--- config.mk ---
export PLATFORM = sky130hd
export DESIGN_NAME = ev22_sequencer
export DESIGN_NICKNAME = d
export VERILOG_FILES = /design/src/rtl/ev22_sequencer.sv
export SDC_FILE = /design/constraint.sdc
export NUM_CORES = 1
export LEC_CHECK = 0
export CORE_MARGIN = 10
export CORE_UTILIZATION = 45
export DETAILED_ROUTE_END_ITERATION = 10
export PLACE_DENSITY = 0.76
export SLEW_MARGIN = 20
export SYNTH_ARGS = -nofsm -noshare
export SYNTH_HDL_FRONTEND = slang
export SYNTH_SLANG_ARGS = --single-unit
--- constraint.sdc ---
create_clock -name clk -period 4.67 [get_ports clk]
set_clock_uncertainty 0.1 [all_clocks]
set_input_delay 0.934 -clock clk [delete_from_list [all_inputs] [get_ports clk]]
set_output_delay 0.934 -clock clk [all_outputs]
set_load 0.02 [all_outputs]
--- src/rtl/ev22_sequencer.sv ---
// ev22_sequencer: fetch/decode/execute controller for the EV22 core.
//
// Holds the PC, the instruction register and a circular subroutine return
// stack. It runs the instruction- and data-memory handshakes and resolves
// JMP/JZE/JNE/JCY/BSR/RET. It also emits the one-cycle commit strobe that
// gates every datapath write.
//
// Optional feature macro: EV22_SEQ_SINGLE_STEP_EN
//   When defined, the ports step/halted and a HALT state are added. After
//   every commit the sequencer parks in HALT until a step pulse is sampled.
//
// Ports:
//   clk, reset               clock, synchronous active-high reset
//   imem_addr/req/ack/data   instruction fetch handshake (addr = pc)
//   ir_opcode, ir_operand    latched instruction word, to the decoder
//   dec_mr, dec_mw           decoder memory-read / memory-write flags
//   w_zero, w_sign, cy       datapath flags, sampled in the commit cycle
//   dmem_req/we/ack          data-memory handshake
//   commit                   one-cycle datapath write strobe
//   pc                       current program counter
//   stk_err                  sticky return-stack overflow/underflow
//   step, halted             single-step control (macro builds only)
module ev22_sequencer #(
  parameter int ADDR_W      = 10,
  parameter int STACK_DEPTH = 4,
  parameter int RESET_PC    = 0
) (
  input  logic              clk,
  input  logic              reset,
  output logic [ADDR_W-1:0] imem_addr,
  output logic              imem_req,
  input  logic              imem_ack,
  input  logic [23:0]       imem_data,
  output logic [7:0]        ir_opcode,
  output logic [15:0]       ir_operand,
  input  logic              dec_mr,
  input  logic              dec_mw,
  input  logic              w_zero,
  input  logic              w_sign,
  input  logic              cy,
  output logic              dmem_req,
  output logic              dmem_we,
  input  logic              dmem_ack,
  output logic              commit,
  output logic [ADDR_W-1:0] pc,
`ifdef EV22_SEQ_SINGLE_STEP_EN
  input  logic              step,
  output logic              halted,
`endif
  output logic              stk_err
);

  localparam int SP_W = (STACK_DEPTH > 1) ? $clog2(STACK_DEPTH) : 1;

  typedef enum logic [1:0] {
    ST_FETCH  = 2'd0,
    ST_DECODE = 2'd1,
    ST_EXEC   = 2'd2,
    ST_HALT   = 2'd3
  } state_t;

  state_t            state_r;
  state_t            state_s;
  logic [ADDR_W-1:0] pc_r;
  logic [ADDR_W-1:0] pc_next_s;
  logic [7:0]        ir_opcode_r;
  logic [15:0]       ir_operand_r;
  logic [ADDR_W-1:0] stk_r [STACK_DEPTH];
  logic [SP_W-1:0]   top_r;   // slot the next push writes
  logic [SP_W:0]     cnt_r;   // number of live entries, 0..STACK_DEPTH
  logic              stk_err_r;

  logic              mem_op_s;
  logic              exec_done_s;
  logic              commit_s;
  logic              is_jmp_s;
  logic              is_jze_s;
  logic              is_jne_s;
  logic              is_jcy_s;
  logic              is_bsr_s;
  logic              is_ret_s;
  logic              stk_empty_s;
  logic              stk_full_s;
  logic [ADDR_W-1:0] pc_inc_s;
  logic [ADDR_W-1:0] target_s;
  logic [ADDR_W-1:0] ret_val_s;
  logic              imem_req_s;
  logic              dmem_req_s;
  logic              dmem_we_s;
  logic              halted_s;

  // Opcode classes and the operands used by the PC update.
  assign is_jmp_s    = (ir_opcode_r[7:3] == 5'b00100);
  assign is_jze_s    = (ir_opcode_r[7:3] == 5'b00101);
  assign is_jne_s    = (ir_opcode_r[7:3] == 5'b00110);
  assign is_jcy_s    = (ir_opcode_r[7:3] == 5'b00111);
  assign is_bsr_s    = (ir_opcode_r[7:2] == 6'b000111);
  assign is_ret_s    = (ir_opcode_r == 8'h41);
  assign mem_op_s    = dec_mr | dec_mw;
  assign stk_empty_s = (cnt_r == '0);
  assign stk_full_s  = (cnt_r == (SP_W+1)'(STACK_DEPTH));
  assign pc_inc_s    = pc_r + ADDR_W'(1);
  assign target_s    = ir_operand_r[ADDR_W-1:0];
  assign ret_val_s   = stk_r[top_r - SP_W'(1)] + ADDR_W'(1);

  // The instruction retires in EXEC once any data-memory access has completed.
  assign exec_done_s = (state_r == ST_EXEC) && (!mem_op_s || dmem_ack);
  assign commit_s    = exec_done_s && !reset;

  // Next PC. Adding the low operand bits at full PC width is the same as
  // adding the sign-extended branch offset, modulo 2^ADDR_W.
  always_comb begin
    pc_next_s = pc_inc_s;
    if (is_jmp_s) begin
      pc_next_s = target_s;
    end else if ((is_jze_s && w_zero) || (is_jne_s && !w_sign) || (is_jcy_s && cy)) begin
      pc_next_s = target_s;
    end else if (is_bsr_s) begin
      pc_next_s = pc_r + target_s;
    end else if (is_ret_s && !stk_empty_s) begin
      pc_next_s = ret_val_s;
    end else begin
      pc_next_s = pc_inc_s;
    end
  end

  // FSM state register.
  always_ff @(posedge clk) begin
    if (reset) begin
      state_r <= ST_FETCH;
    end else begin
      state_r <= state_s;
    end
  end

  // FSM next-state logic.
  always_comb begin
    state_s = state_r;
    case (state_r)
      ST_FETCH:  state_s = imem_ack ? ST_DECODE : ST_FETCH;
      ST_DECODE: state_s = ST_EXEC;
`ifdef EV22_SEQ_SINGLE_STEP_EN
      ST_EXEC:   state_s = exec_done_s ? ST_HALT : ST_EXEC;
      ST_HALT:   state_s = step ? ST_FETCH : ST_HALT;
`else
      ST_EXEC:   state_s = exec_done_s ? ST_FETCH : ST_EXEC;
`endif
      default:   state_s = ST_FETCH;
    endcase
  end

  // FSM outputs. Reset forces every handshake output low, so a request
  // in flight is withdrawn while reset is held.
  always_comb begin
    imem_req_s = 1'b0;
    dmem_req_s = 1'b0;
    dmem_we_s  = 1'b0;
    halted_s   = 1'b0;
    if (!reset) begin
      case (state_r)
        ST_FETCH: imem_req_s = 1'b1;
        ST_EXEC: begin
          dmem_req_s = mem_op_s;
          dmem_we_s  = mem_op_s & dec_mw;
        end
        ST_HALT:  halted_s = 1'b1;
        default:  imem_req_s = 1'b0;
      endcase
    end else begin
      imem_req_s = 1'b0;
    end
  end

  // PC, instruction register, stack pointer and sticky error flag.
  always_ff @(posedge clk) begin
    if (reset) begin
      pc_r         <= ADDR_W'(RESET_PC);
      ir_opcode_r  <= 8'h00;
      ir_operand_r <= 16'h0000;
      top_r        <= '0;
      cnt_r        <= '0;
      stk_err_r    <= 1'b0;
    end else begin
      if ((state_r == ST_FETCH) && imem_ack) begin
        ir_opcode_r  <= imem_data[23:16];
        ir_operand_r <= imem_data[15:0];
      end
      if (commit_s) begin
        pc_r <= pc_next_s;
        if (is_bsr_s) begin
          // A full stack keeps its count and loses its oldest entry.
          top_r <= top_r + SP_W'(1);
          if (stk_full_s) begin
            stk_err_r <= 1'b1;
          end else begin
            cnt_r <= cnt_r + (SP_W+1)'(1);
          end
        end else if (is_ret_s) begin
          if (stk_empty_s) begin
            stk_err_r <= 1'b1;
          end else begin
            top_r <= top_r - SP_W'(1);
            cnt_r <= cnt_r - (SP_W+1)'(1);
          end
        end
      end
    end
  end

  // Return-stack storage. Contents are only read when the count covers them,
  // so the entries need no reset.
  always_ff @(posedge clk) begin
    if (commit_s && is_bsr_s) begin
      stk_r[top_r] <= pc_r;
    end
  end

  assign imem_addr  = pc_r;
  assign imem_req   = imem_req_s;
  assign ir_opcode  = ir_opcode_r;
  assign ir_operand = ir_operand_r;
  assign dmem_req   = dmem_req_s;
  assign dmem_we    = dmem_we_s;
  assign commit     = commit_s;
  assign pc         = pc_r;
  assign stk_err    = stk_err_r;
`ifdef EV22_SEQ_SINGLE_STEP_EN
  assign halted     = halted_s;
`endif

endmodule

==> impl_metrics.env, run 1 <==
export IMPL_reg2reg_from="ir_opcode[3]"
export IMPL_clk_latency_ns=0.36
export IMPL_grtUsageMet1_pct=18.5
export IMPL_fin_ws_ns=0.855
export IMPL_synth_top_family_by_area="simple AND/OR/NAND/NOR gates"
export IMPL_yosys_warnings=0
export IMPL_synth_ff_type="dfxtp_1"
export IMPL_p_total_uw=1390
export IMPL_diodes=0
export IMPL_ff2ff_path_depth=10
export IMPL_totalWireLength_um=10200
export IMPL_utilization_pct=56.6
export IMPL_tightest_slew_ns=0.566
export IMPL_ctsHoldBuffers=0
export IMPL_cts_root_buffer="clkbuf_8"
export IMPL_htreeDepth=3
export IMPL_cts_sinks=82
export IMPL_post_cts_buffers=0
export IMPL_area_growth_pct=23.6
export IMPL_leakagePower_uw=0.00188
export IMPL_die_w_um=117
export IMPL_setup_violations_final=0
export IMPL_r2r_slack_ns=1.44
export IMPL_grt_max_degree=44
export IMPL_fmax_mhz=262
export IMPL_drive_above_1_share_pct=11.1
export IMPL_synth_seq_cells=82
export IMPL_finalCriticalPeriod_ns=3.82
export IMPL_synth_compound_area_share_pct=14.0
export IMPL_drc=0
export IMPL_synthesis_nets=445
export IMPL_r2r_end="imem_addr[8]"
export IMPL_drt_pass1_iter_count=5
export IMPL_dieArea_um2=13600
export IMPL_start_util_pct=45.8
export IMPL_grt_overflow=0
export IMPL_min_from="ir_operand[12]"
export IMPL_cts_resized=0
export IMPL_arrival_ns=2.78
export IMPL_nets=514
export IMPL_synth_fa_ha_area_share_pct=5.11
export IMPL_clockBufferDepth=2
export IMPL_ys_seq_area_share_pct=48.5
export IMPL_synth_xor_area_share_pct=4.16
export IMPL_worst_setup_path_end_kind="primary output"
export IMPL_synth_mux_area_share_pct=8.32
export IMPL_syn_cell_area_um2=4210
export IMPL_finalNonFillerCells=580
export IMPL_ys_types=60
export IMPL_p_per_area_nw_per_um2=268
export IMPL_boundaryPins=82
export IMPL_vias=3197
export IMPL_path_clk_slew_ns=0.08
export IMPL_portBuffers=81
export IMPL_finalHoldViolations=0
export IMPL_wl_per_cell_um=17.6
export IMPL_dp_hpwl_um=7620
export IMPL_grt_pass1_wl_um=16500
export IMPL_die_h_um=117
export IMPL_placed_cells=565
export IMPL_netlist_instances=396
export IMPL_layout_commonest_cell="clkdlybuf4s50_1"
export IMPL_critPathRequiredTime_ns=3.64
export IMPL_top_usage_layer="met2"
export IMPL_hold_path_class="reg -> reg"
export IMPL_crit_slowest_cell="clkdlybuf4s50_1"
export IMPL_maxCapViolations=0
export IMPL_synth_edf_count=40
export IMPL_drv_slew=0
export IMPL_mostFrequentLayoutCells="clkdlybuf4s50_1, nand2_1, dfxtp_1"
export IMPL_setup_tns_ns=0
export IMPL_min_period_over_period_pct=81.7
export IMPL_use_met3_pct=5.44
export IMPL_fillers=798
export IMPL_grt_total_usage_pct=15.6
export IMPL_drtIter0Drc=252
export IMPL_cts_tree="done"
export IMPL_core_um2=9200
export IMPL_vias_per_cell=5.51
export IMPL_num_rows=35
export IMPL_start_kind="input port"
export IMPL_ir_worst_vdd_mv=0.148
export IMPL_worstPathCellList="clkdlybuf4s50_1, nor2_1, nand3_1, buf_4, inv_1, buf_4, clkdlybuf4s50_1"
export IMPL_postRouteAntennaNets=0
export IMPL_antenna_found_initial=0
export IMPL_slowest_delay_ns=0.64
export IMPL_cts_buffers_inserted=9
export IMPL_syn_avg_cell_area_um2=10.6
export IMPL_grt_use_met2_pct=24.9
export IMPL_relSlewSlack_pct=62.2
export IMPL_grt_setup_unrepaired="no"
export IMPL_min_to="ir_operand[12]"
export IMPL_gp_congestion=0.832
export IMPL_crit_path_max_fanout=17
export IMPL_holdPathStages=2
export IMPL_criticalPathCategory="in -> out"
export IMPL_grt_pass1_vias=3245
export IMPL_dp_slack_ns=0.847
export IMPL_async_flop_share_pct=0
export IMPL_status="completed"
export IMPL_yosys_area_share_simple_pct=15.1
## logic make-up after synthesis
family | after synthesis
xor gates and xnor gates | 20
AOI/OAI and AO/OA | 86
DFF | 82
and+or+nand+nor | 130
buffers and inverters | 40
muxes | 22
adders and majority gates | 16
## worst max path at each step
| stage | startpoint | end | slack [ns] | cells past startpoint |
|---|---|---|---|---|
| 2_1_floorplan | top_r[0] | imem_addr[6] | 1.64 | 13 |
| 3_3_place_gp | reset | commit | 0.88 | 7 |
| 3_5_place_dp | reset | commit | 0.85 | 7 |
| 4_1_cts | reset | commit | 0.85 | 7 |
| 5_1_grt | reset | commit | 0.77 | 7 |
| 6_report | reset | commit | 0.85 | 7 |
## metrics by stage
stage / hold slack, ns / cell area [µm²]
4_1_cts: 0.364 / 5210
3_3_place_gp: 0.344 / 5050
6_report: 0.362 / 5210
3_5_place_dp: 0.350 / 5050
2_1_floorplan: 0.400 / 4210
5_1_grt: 0.391 / 5210
## critical path: cells and delay by family
family,cells,cell delay [ns]
and+or+nand+nor,2,0.29
buffers and inverters,5,1.55
## final cells by class
cell class	instances	area [µm²]	share of cell area, %
multi-input combinational	274	1960	37.7
tap	111	139	2.67
timing repair buffer	88	863	16.6
inverter	10	37.5	0.721
sequential	82	2040	39.2
clock inverter	5	32.5	0.625
clock buffer	10	128	2.45
## synth_stat cells (9+ instances only)
master | count | area, µm²
ha_1 | 14 | 175
nor2_1 | 20 | 75.1
edfxtp_1 | 40 | 1200
mux4_2 | 10 | 225
inv_1 | 9 | 33.8
dfxtp_1 | 42 | 841
xnor2_1 | 12 | 105
a21oi_1 | 40 | 200
nand2_1 | 63 | 236
clkbuf_1 | 14 | 52.6
buf_4 | 10 | 75.1
## sequential cells by signal, summed over array words and instances (netlist names)
name        flops
stk_r          40
imem_addr      10
state_r         2
cnt_r           3
top_r           2
ir_opcode       8
stk_err         1
ir_operand     16
## routing by layer
layer	routed length (µm)	up-vias
met4	198	0
met5	0	-
li1	-	1574
met2	4800	101
met1	4490	1506
met3	734	16
## report_power, final
group	total, µW	switching [µW]	leakage (µW)	internal, µW
clock	438	249	0.0000820	189
combinational	169	85.2	0.00112	83.4
sequential	787	23.0	0.000678	764
Note: power is estimated with default switching activity, not from simulation.
==> inputs of run 2 (changes only) <==
PLACE_DENSITY = 0.79   (was 0.76)
clock period = 3.25 ns   (was 4.67 ns; I/O delays follow)
==> run 2 against run 1 <==
Sequential cell count unchanged. Critical path depth decreased by 2. Critical path type unchanged. Clock-buffer cell count decreased by 1. Sequential share of layout area decreased by 0.81 points. Cell count increased by 0.69%. Clock power increased by 110%. Largest power group unchanged.
==> impl_metrics.env, run 2 (same netlist as run 1, synthesis figures left out) <==
export IMPL_crit_slowest_cell="clkdlybuf4s50_1"
export IMPL_layout_commonest_cell="clkdlybuf4s50_1"
export IMPL_start_util_pct=45.8
export IMPL_criticalPathCategory="in -> out"
export IMPL_post_cts_buffers=0
export IMPL_tightest_slew_ns=0.540
export IMPL_power_internal_uw=1740
export IMPL_grt_max_degree=43
export IMPL_ctsHoldBuffers=0
export IMPL_hold_path_class="reg -> reg"
export IMPL_vias_per_cell=5.58
export IMPL_status="completed"
export IMPL_utilization_pct=57.8
export IMPL_multiInputGateArea_um2=1960
export IMPL_worstPathCellList="clkdlybuf4s50_1, o21bai_1, nand3_1, inv_1, clkdlybuf4s50_1"
export IMPL_fmax_mhz=332
export IMPL_grt_pass1_vias=3258
export IMPL_drive_above_1_share_pct=12.1
export IMPL_wl_per_cell_um=17.4
export IMPL_antenna_found_initial=0
export IMPL_dieArea_um2=13600
export IMPL_relSlewSlack_pct=64.0
export IMPL_setup_violations_final=0
export IMPL_area_growth_pct=26.2
export IMPL_boundaryPins=82
export IMPL_fillers=769
export IMPL_largest_register="stk_r"
export IMPL_combPwrFrac_pct=10.7
export IMPL_cts_resized=0
export IMPL_critical_path_top_delay_family="buffers and inverters"
export IMPL_slowest_delay_ns=0.65
export IMPL_grt_setup_unrepaired="no"
export IMPL_cts_root_buffer="clkbuf_8"
export IMPL_crit_path_max_fanout=4
export IMPL_mostFrequentLayoutCells="clkdlybuf4s50_1, nand2_1, dfxtp_1"
export IMPL_cts_sinks=82
export IMPL_regArea_um2=2040
export IMPL_cts_tree="done"
export IMPL_portBuffers=81
export IMPL_drc=0
export IMPL_crit_path_frequent_cell="clkdlybuf4s50_1"
export IMPL_nets=517
export IMPL_finalInstanceArea_um2=5320
export IMPL_p_seq_share_pct=49.6
export IMPL_totalWireLength_um=10200
export IMPL_p_per_area_nw_per_um2=429
export IMPL_critPathRequiredTime_ns=2.50
export IMPL_drt_pass1_iter_count=4
export IMPL_gp_congestion=0.850
export IMPL_drtIter0Drc=179
export IMPL_finalCriticalPeriod_ns=3.01
export IMPL_core_um2=9200
export IMPL_postRouteAntennaNets=0
export IMPL_swShare_pct=23.8
export IMPL_pwr_share_clk_pct=39.7
export IMPL_start_kind="input port"
export IMPL_switchingPower_uw=541
export IMPL_arrival_ns=2.26
export IMPL_die_h_um=117
export IMPL_grt_total_usage_pct=15.3
export IMPL_cts_buffers_inserted=9
export IMPL_num_rows=35
export IMPL_dp_hpwl_um=7580
export IMPL_drv_slew=0
export IMPL_ir_worst_vdd_mv=0.278
export IMPL_grt_overflow=0
export IMPL_vias=3261
export IMPL_clockBufferDepth=2
export IMPL_setup_tns_ns=0
export IMPL_placed_cell_area_um2=5070
export IMPL_maxCapViolations=0
export IMPL_min_period_over_period_pct=92.5
export IMPL_worst_setup_path_end_kind="primary output"
export IMPL_leakagePower_uw=0.00193
export IMPL_clk_latency_ns=0.35
export IMPL_largest_reg_flops=40
export IMPL_die_w_um=117
export IMPL_htreeDepth=3
export IMPL_crit_buf_inv=3
export IMPL_diodes=0
export IMPL_finalHoldViolations=0
export IMPL_path_clk_slew_ns=0.09
export IMPL_grt_pass1_wl_um=16600
-- run 2: per-layer routing --
layer,GRT usage (%),vias up,share of wire [%]
met4,5.77,0,1.7
li1,-,1579,-
met2,24.3,128,46
met5,0,-,0
met3,5.70,16,11
met1,18.5,1538,41
-- run 2: final cells by class --
type / instances / area share [%]
flip-flops and latches: 82 / 38.4
multi-input cells: 274 / 36.9
repair buffers: 91 / 16.7
well taps: 111 / 2.61
clock buffers: 9 / 2.33
clock inverters: 7 / 2.33
inverters: 10 / 0.706
-- run 2: path summary, 6_finish.rpt --
path	startpoint	cells past startpoint	slack, ns	to
hold reg to reg	ir_operand[13]	2	0.36	ir_operand[13]
setup reg to reg	top_r[1]	11	0.32	imem_addr[6]
hold / removal	ir_operand[13]	2	0.36	ir_operand[13]
setup / recovery	dec_mw	5	0.24	commit
-- run 2: power by group through the flow --
stage	combinational [µW]	sequential, µW	clock (µW)
after CTS	246	1130	914
after detailed placement	245	1150	0
after global placement	241	1150	0
after floorplan	112	1170	0
after global routing	264	1140	958
final	243	1130	905
-- run 2: worst reg2reg max path: cells and delay by family (launching register included) --
family / cells / cell delay [ns]
compound gates: 4 / 0.57
flops: 1 / 0.39
buf+inv: 1 / 0.11
simple gates: 2 / 0.27
fa+ha+maj: 2 / 0.72
mux: 2 / 0.67
-- run 2: per-stage QoR --
| stage | cells | power [µW] | hold slack (ns) | setup WS, ns |
|---|---|---|---|---|
| 3_5_place_dp | 568 | 1400 | 0.349 | 0.248 |
| 5_1_grt | 584 | 2360 | 0.391 | 0.165 |
| 3_3_place_gp | 568 | 1390 | 0.343 | 0.279 |
| 4_1_cts | 584 | 2290 | 0.363 | 0.247 |
| 6_report | 584 | 2280 | 0.358 | 0.242 |
| 2_1_floorplan | 396 | 1280 | 0.400 | 0.224 |
==> RTL edit 1: new RTL, settings of run 2 <==
Register the output `stk_err` once more, cleared by the reset; this adds one clock of latency there. The other outputs are not delayed to match.
--- a/src/rtl/ev22_sequencer.sv
+++ b/src/rtl/ev22_sequencer.sv
@@ -225,3 +225,9 @@
   assign pc         = pc_r;
-  assign stk_err    = stk_err_r;
+  always_ff @(posedge clk) begin
+    if (reset) begin
+      stk_err <= '0;
+    end else begin
+      stk_err <= stk_err_r;
+    end
+  end
 `ifdef EV22_SEQ_SINGLE_STEP_EN
Check against the original RTL: not equivalent (Yosys sat finds a counterexample within 4 cycles, from zero or initial values and one cycle with reset high).
==> RTL edit 1 against run 2 <==
Cell area up 0.49%; setup slack better by 0.076 ns; largest cell class unchanged; critical path type unchanged; sequential cell count up 1; total power up 1.6%; routed wire length up 1.3%; area after synthesis up 0.45%; critical path depth unchanged.
==> RTL edit 1: results (changes against run 2) <==
firstDrtPassIters: 5  # +1
wl_met3_um: 919  # -19%
fin_nets: 518  # +0.19%
place.gp.congestion: 0.8451  # -0.62%
ys_types: 59  # -1.7%
wl_met1_um: 4440  # +6.9%
yosys.area_share.adder: 0.05086  # -0.0002266
syn_area_per_cell_um2: 10.66  # +0.19%
internal_power_mw: 1.756  # +1.0%
worst_pin_slew_ns: 0.5574  # +0.01769 ns
final_cells: 585  # +0.17%
ys_seq_area_frac: 0.4873  # +0.002581
pre_cts_ws_ns: 0.2943  # +0.04636 ns
dpl.cell_count: 569  # +0.18%
synth_common_cells: "nand2_1, dfxtp_1, a21oi_1"
synth_xor_area_frac: 0.04140  # -0.0001844
drt_wl_total_um: 10320  # +1.3%
dr.first_iter.drc_count: 291  # +63%
worstPathArrival_ns: 2.18  # -0.08 ns
synth_area_leaders: "edfxtp_1, dfxtp_1, nand2_1"
synth_compound_area_frac: 0.1407  # +0.0008580
post-dp-hpwl_um: 7608  # +0.42%
status: "finished, final reports clean"
met2_usage: 0.2482  # +0.005624
wl_met2_um: 4841  # +2.5%
## RTL edit 1: cell type report
| class | instances | area (um^2) |
|---|---|---|
| inverters | 9 | 33.78 |
| fillers | 763 | 3854 |
| well taps | 111 | 138.9 |
| repair buffers | 90 | 878.3 |
| clock inverters | 7 | 135.1 |
| multi-input cells | 276 | 1971 |
| flip-flops and latches | 83 | 2062 |
| clock buffers | 9 | 123.9 |
## RTL edit 1: final timing paths
path / start / end / cells past startpoint / slack (ns)
setup reg to reg: top_r[1] / imem_addr[6] / 11 / 0.35
setup / recovery: dec_mr / commit / 5 / 0.32
hold / removal: ir_operand[14] / ir_operand[14] / 2 / 0.36
hold reg to reg: ir_operand[14] / ir_operand[14] / 2 / 0.36
## RTL edit 1: logic make-up after synthesis
| family | after synthesis |
|---|---|
| simple gates | 132 |
| compound gates | 87 |
| flops | 83 |
| buf+inv | 38 |
| mux | 21 |
| xor+xnor | 20 |
| fa+ha+maj | 16 |
## RTL edit 1: metrics by stage
stage	area [um^2]	total power [mW]
after detailed placement	5084	1.411
final	5343	2.316
after global routing	5343	2.392
after floorplan	4232	1.295
after global placement	5084	1.404
after CTS	5343	2.333
## RTL edit 1: power by group through the flow
stage | registers (mW) | clock network, mW | logic (mW)
after floorplan | 1.18 | 0 | 0.111
after global placement | 1.17 | 0 | 0.239
after detailed placement | 1.17 | 0 | 0.243
after CTS | 1.14 | 0.945 | 0.244
after global routing | 1.15 | 0.982 | 0.262
final | 1.14 | 0.931 | 0.242
## RTL edit 1: critical path: cells and delay by family
family	cells	cell delay, ns
buf+inv	3	1.17
compound gates	1	0.20
simple gates	1	0.15
==> RTL edit 2: new RTL, settings of run 2 <==
Made on the original files. Set the parameter `STACK_DEPTH` to 8 (it was 4).
--- a/src/rtl/ev22_sequencer.sv
+++ b/src/rtl/ev22_sequencer.sv
@@ -24,3 +24,3 @@
   parameter int ADDR_W      = 10,
-  parameter int STACK_DEPTH = 4,
+  parameter int STACK_DEPTH = 8,
   parameter int RESET_PC    = 0
Behaviour: no difference found for any inputs over 4 cycles, from zero or initial values and one cycle with reset high; that may be too few to reach the edited logic, so the function may still have changed.
==> RTL edit 2 against run 2 <==
Sequential cell count increased by 42; cell area increased by 40%; clock power increased by 80%; utilization increased by 1.4 points; combinational power increased by 4%; sequential share of layout area increased by 5.6 points; via count increased by 28%; non-clock buffer count increased by 23; total power increased by 58%; routed wire length increased by 39%; setup slack got worse by 0.027 ns; fmax decreased by 0.88%; area after synthesis increased by 38%; highest routed layer unchanged.
==> RTL edit 2: results (changes against run 2) <==
crit_fanout: 3  # -1
grt.total_usage: 0.1634  # +0.01064
clock_latency_ns: 0.42  # +0.07 ns
synth.area.mux_share: 0.1069  # +0.02370
worst_r2r_path_depth: 13  # +2
post-dp-hpwl_um: 9949  # +31%
ys_types: 58  # -3.3%
crit_start: "dec_mr"
rrSetupSlack_ns: 0.26  # -0.06 ns
total_power_mw: 3.598  # +58%
p_leak_nw: 2.541  # +31%
ys_seq_area_frac: 0.5642  # +0.07948
cts_max_level: 4  # +1
synth_top_flop_cell: "edfxtp_1"
grt_pass1_wl_um: 23060  # +39%
synth_compound_area_frac: 0.09224  # -0.04765
post_cts_resized: 0  # unchanged
synth_xor_area_frac: 0.03139  # -0.01019
irDropWorstVdd_mv: 0.3664  # +32%
place.gp.congestion: 0.8564  # +0.71%
die_x_um: 133.7  # +15%
largest_reg_flops: 80  # +100%
synth_area_leaders: "edfxtp_1, dfxtp_1, mux4_2"
cts_root_buf: "clkbuf_16"
combinationalPowerShare: 0.070  # -0.037
cpPeakStageDelay_ns: 0.62  # -0.03 ns
min_to: "ir_operand[11]"
synth_edf_count: 80  # +100%
swShare: 0.2300  # -0.007499
synth_common_cells: "edfxtp_1, nand2_1, a21oi_1"
min_from: "ir_operand[11]"
dr.first_iter.drc_count: 344  # +92%
status: "finished, final reports clean"
p_clk_frac: 0.453  # +0.056
cts_buffers: 17  # +8
cts_buffer_depth: 2  # unchanged
viasPerCell: 5.443  # -2.5%
crit_path_top_delay_cell: "clkdlybuf4s50_1"
yosys.area_share.adder: 0.03698  # -0.01410
fill_cells: 1003  # +30%
fin_nets: 633  # +22%
first_global_vias: 4440  # +36%
worstReg2RegStart: "top_r[1]"
synth_fp_nets: 535  # +20%
drt_wl_total_um: 14150  # +39%
drive_above_1_share: 0.1742  # +0.05370
reg2reg_to: "imem_addr[6]"
## RTL edit 2: per-stage QoR
step	setup slack (ns)	instance area, um^2	instances	hold slack [ns]	utilization
6_report	0.2153	7467	769	0.3601	0.5917
5_1_grt	0.06954	7467	769	0.3923	0.5917
4_1_cts	0.05937	7438	769	0.3659	0.5894
3_5_place_dp	0.08522	6925	737	0.3572	0.5488
3_3_place_gp	0.2216	6925	737	0.3428	0.5488
2_1_floorplan	0.007486	5859	486	0.3881	-
## RTL edit 2: final cells by class
type                    count  area share
repair buffers            114      0.1434
well taps                 172     0.02882
clock inverters            12     0.01022
inverters                   9    0.004524
multi-input cells         318      0.3147
clock buffers              20     0.05848
flip-flops and latches    124      0.4398
## RTL edit 2: per-layer routing
metal | routed length (um) | global-route usage
met1 | 5630 | 0.1836
met2 | 6895 | 0.2657
met3 | 1371 | 0.07444
met4 | 257 | 0.06348
met5 | 0 | 0
## RTL edit 2: critical path, delay by kind of cell
family | cells | cell delay (ns)
simple gates | 3 | 0.50
buf+inv | 3 | 1.14
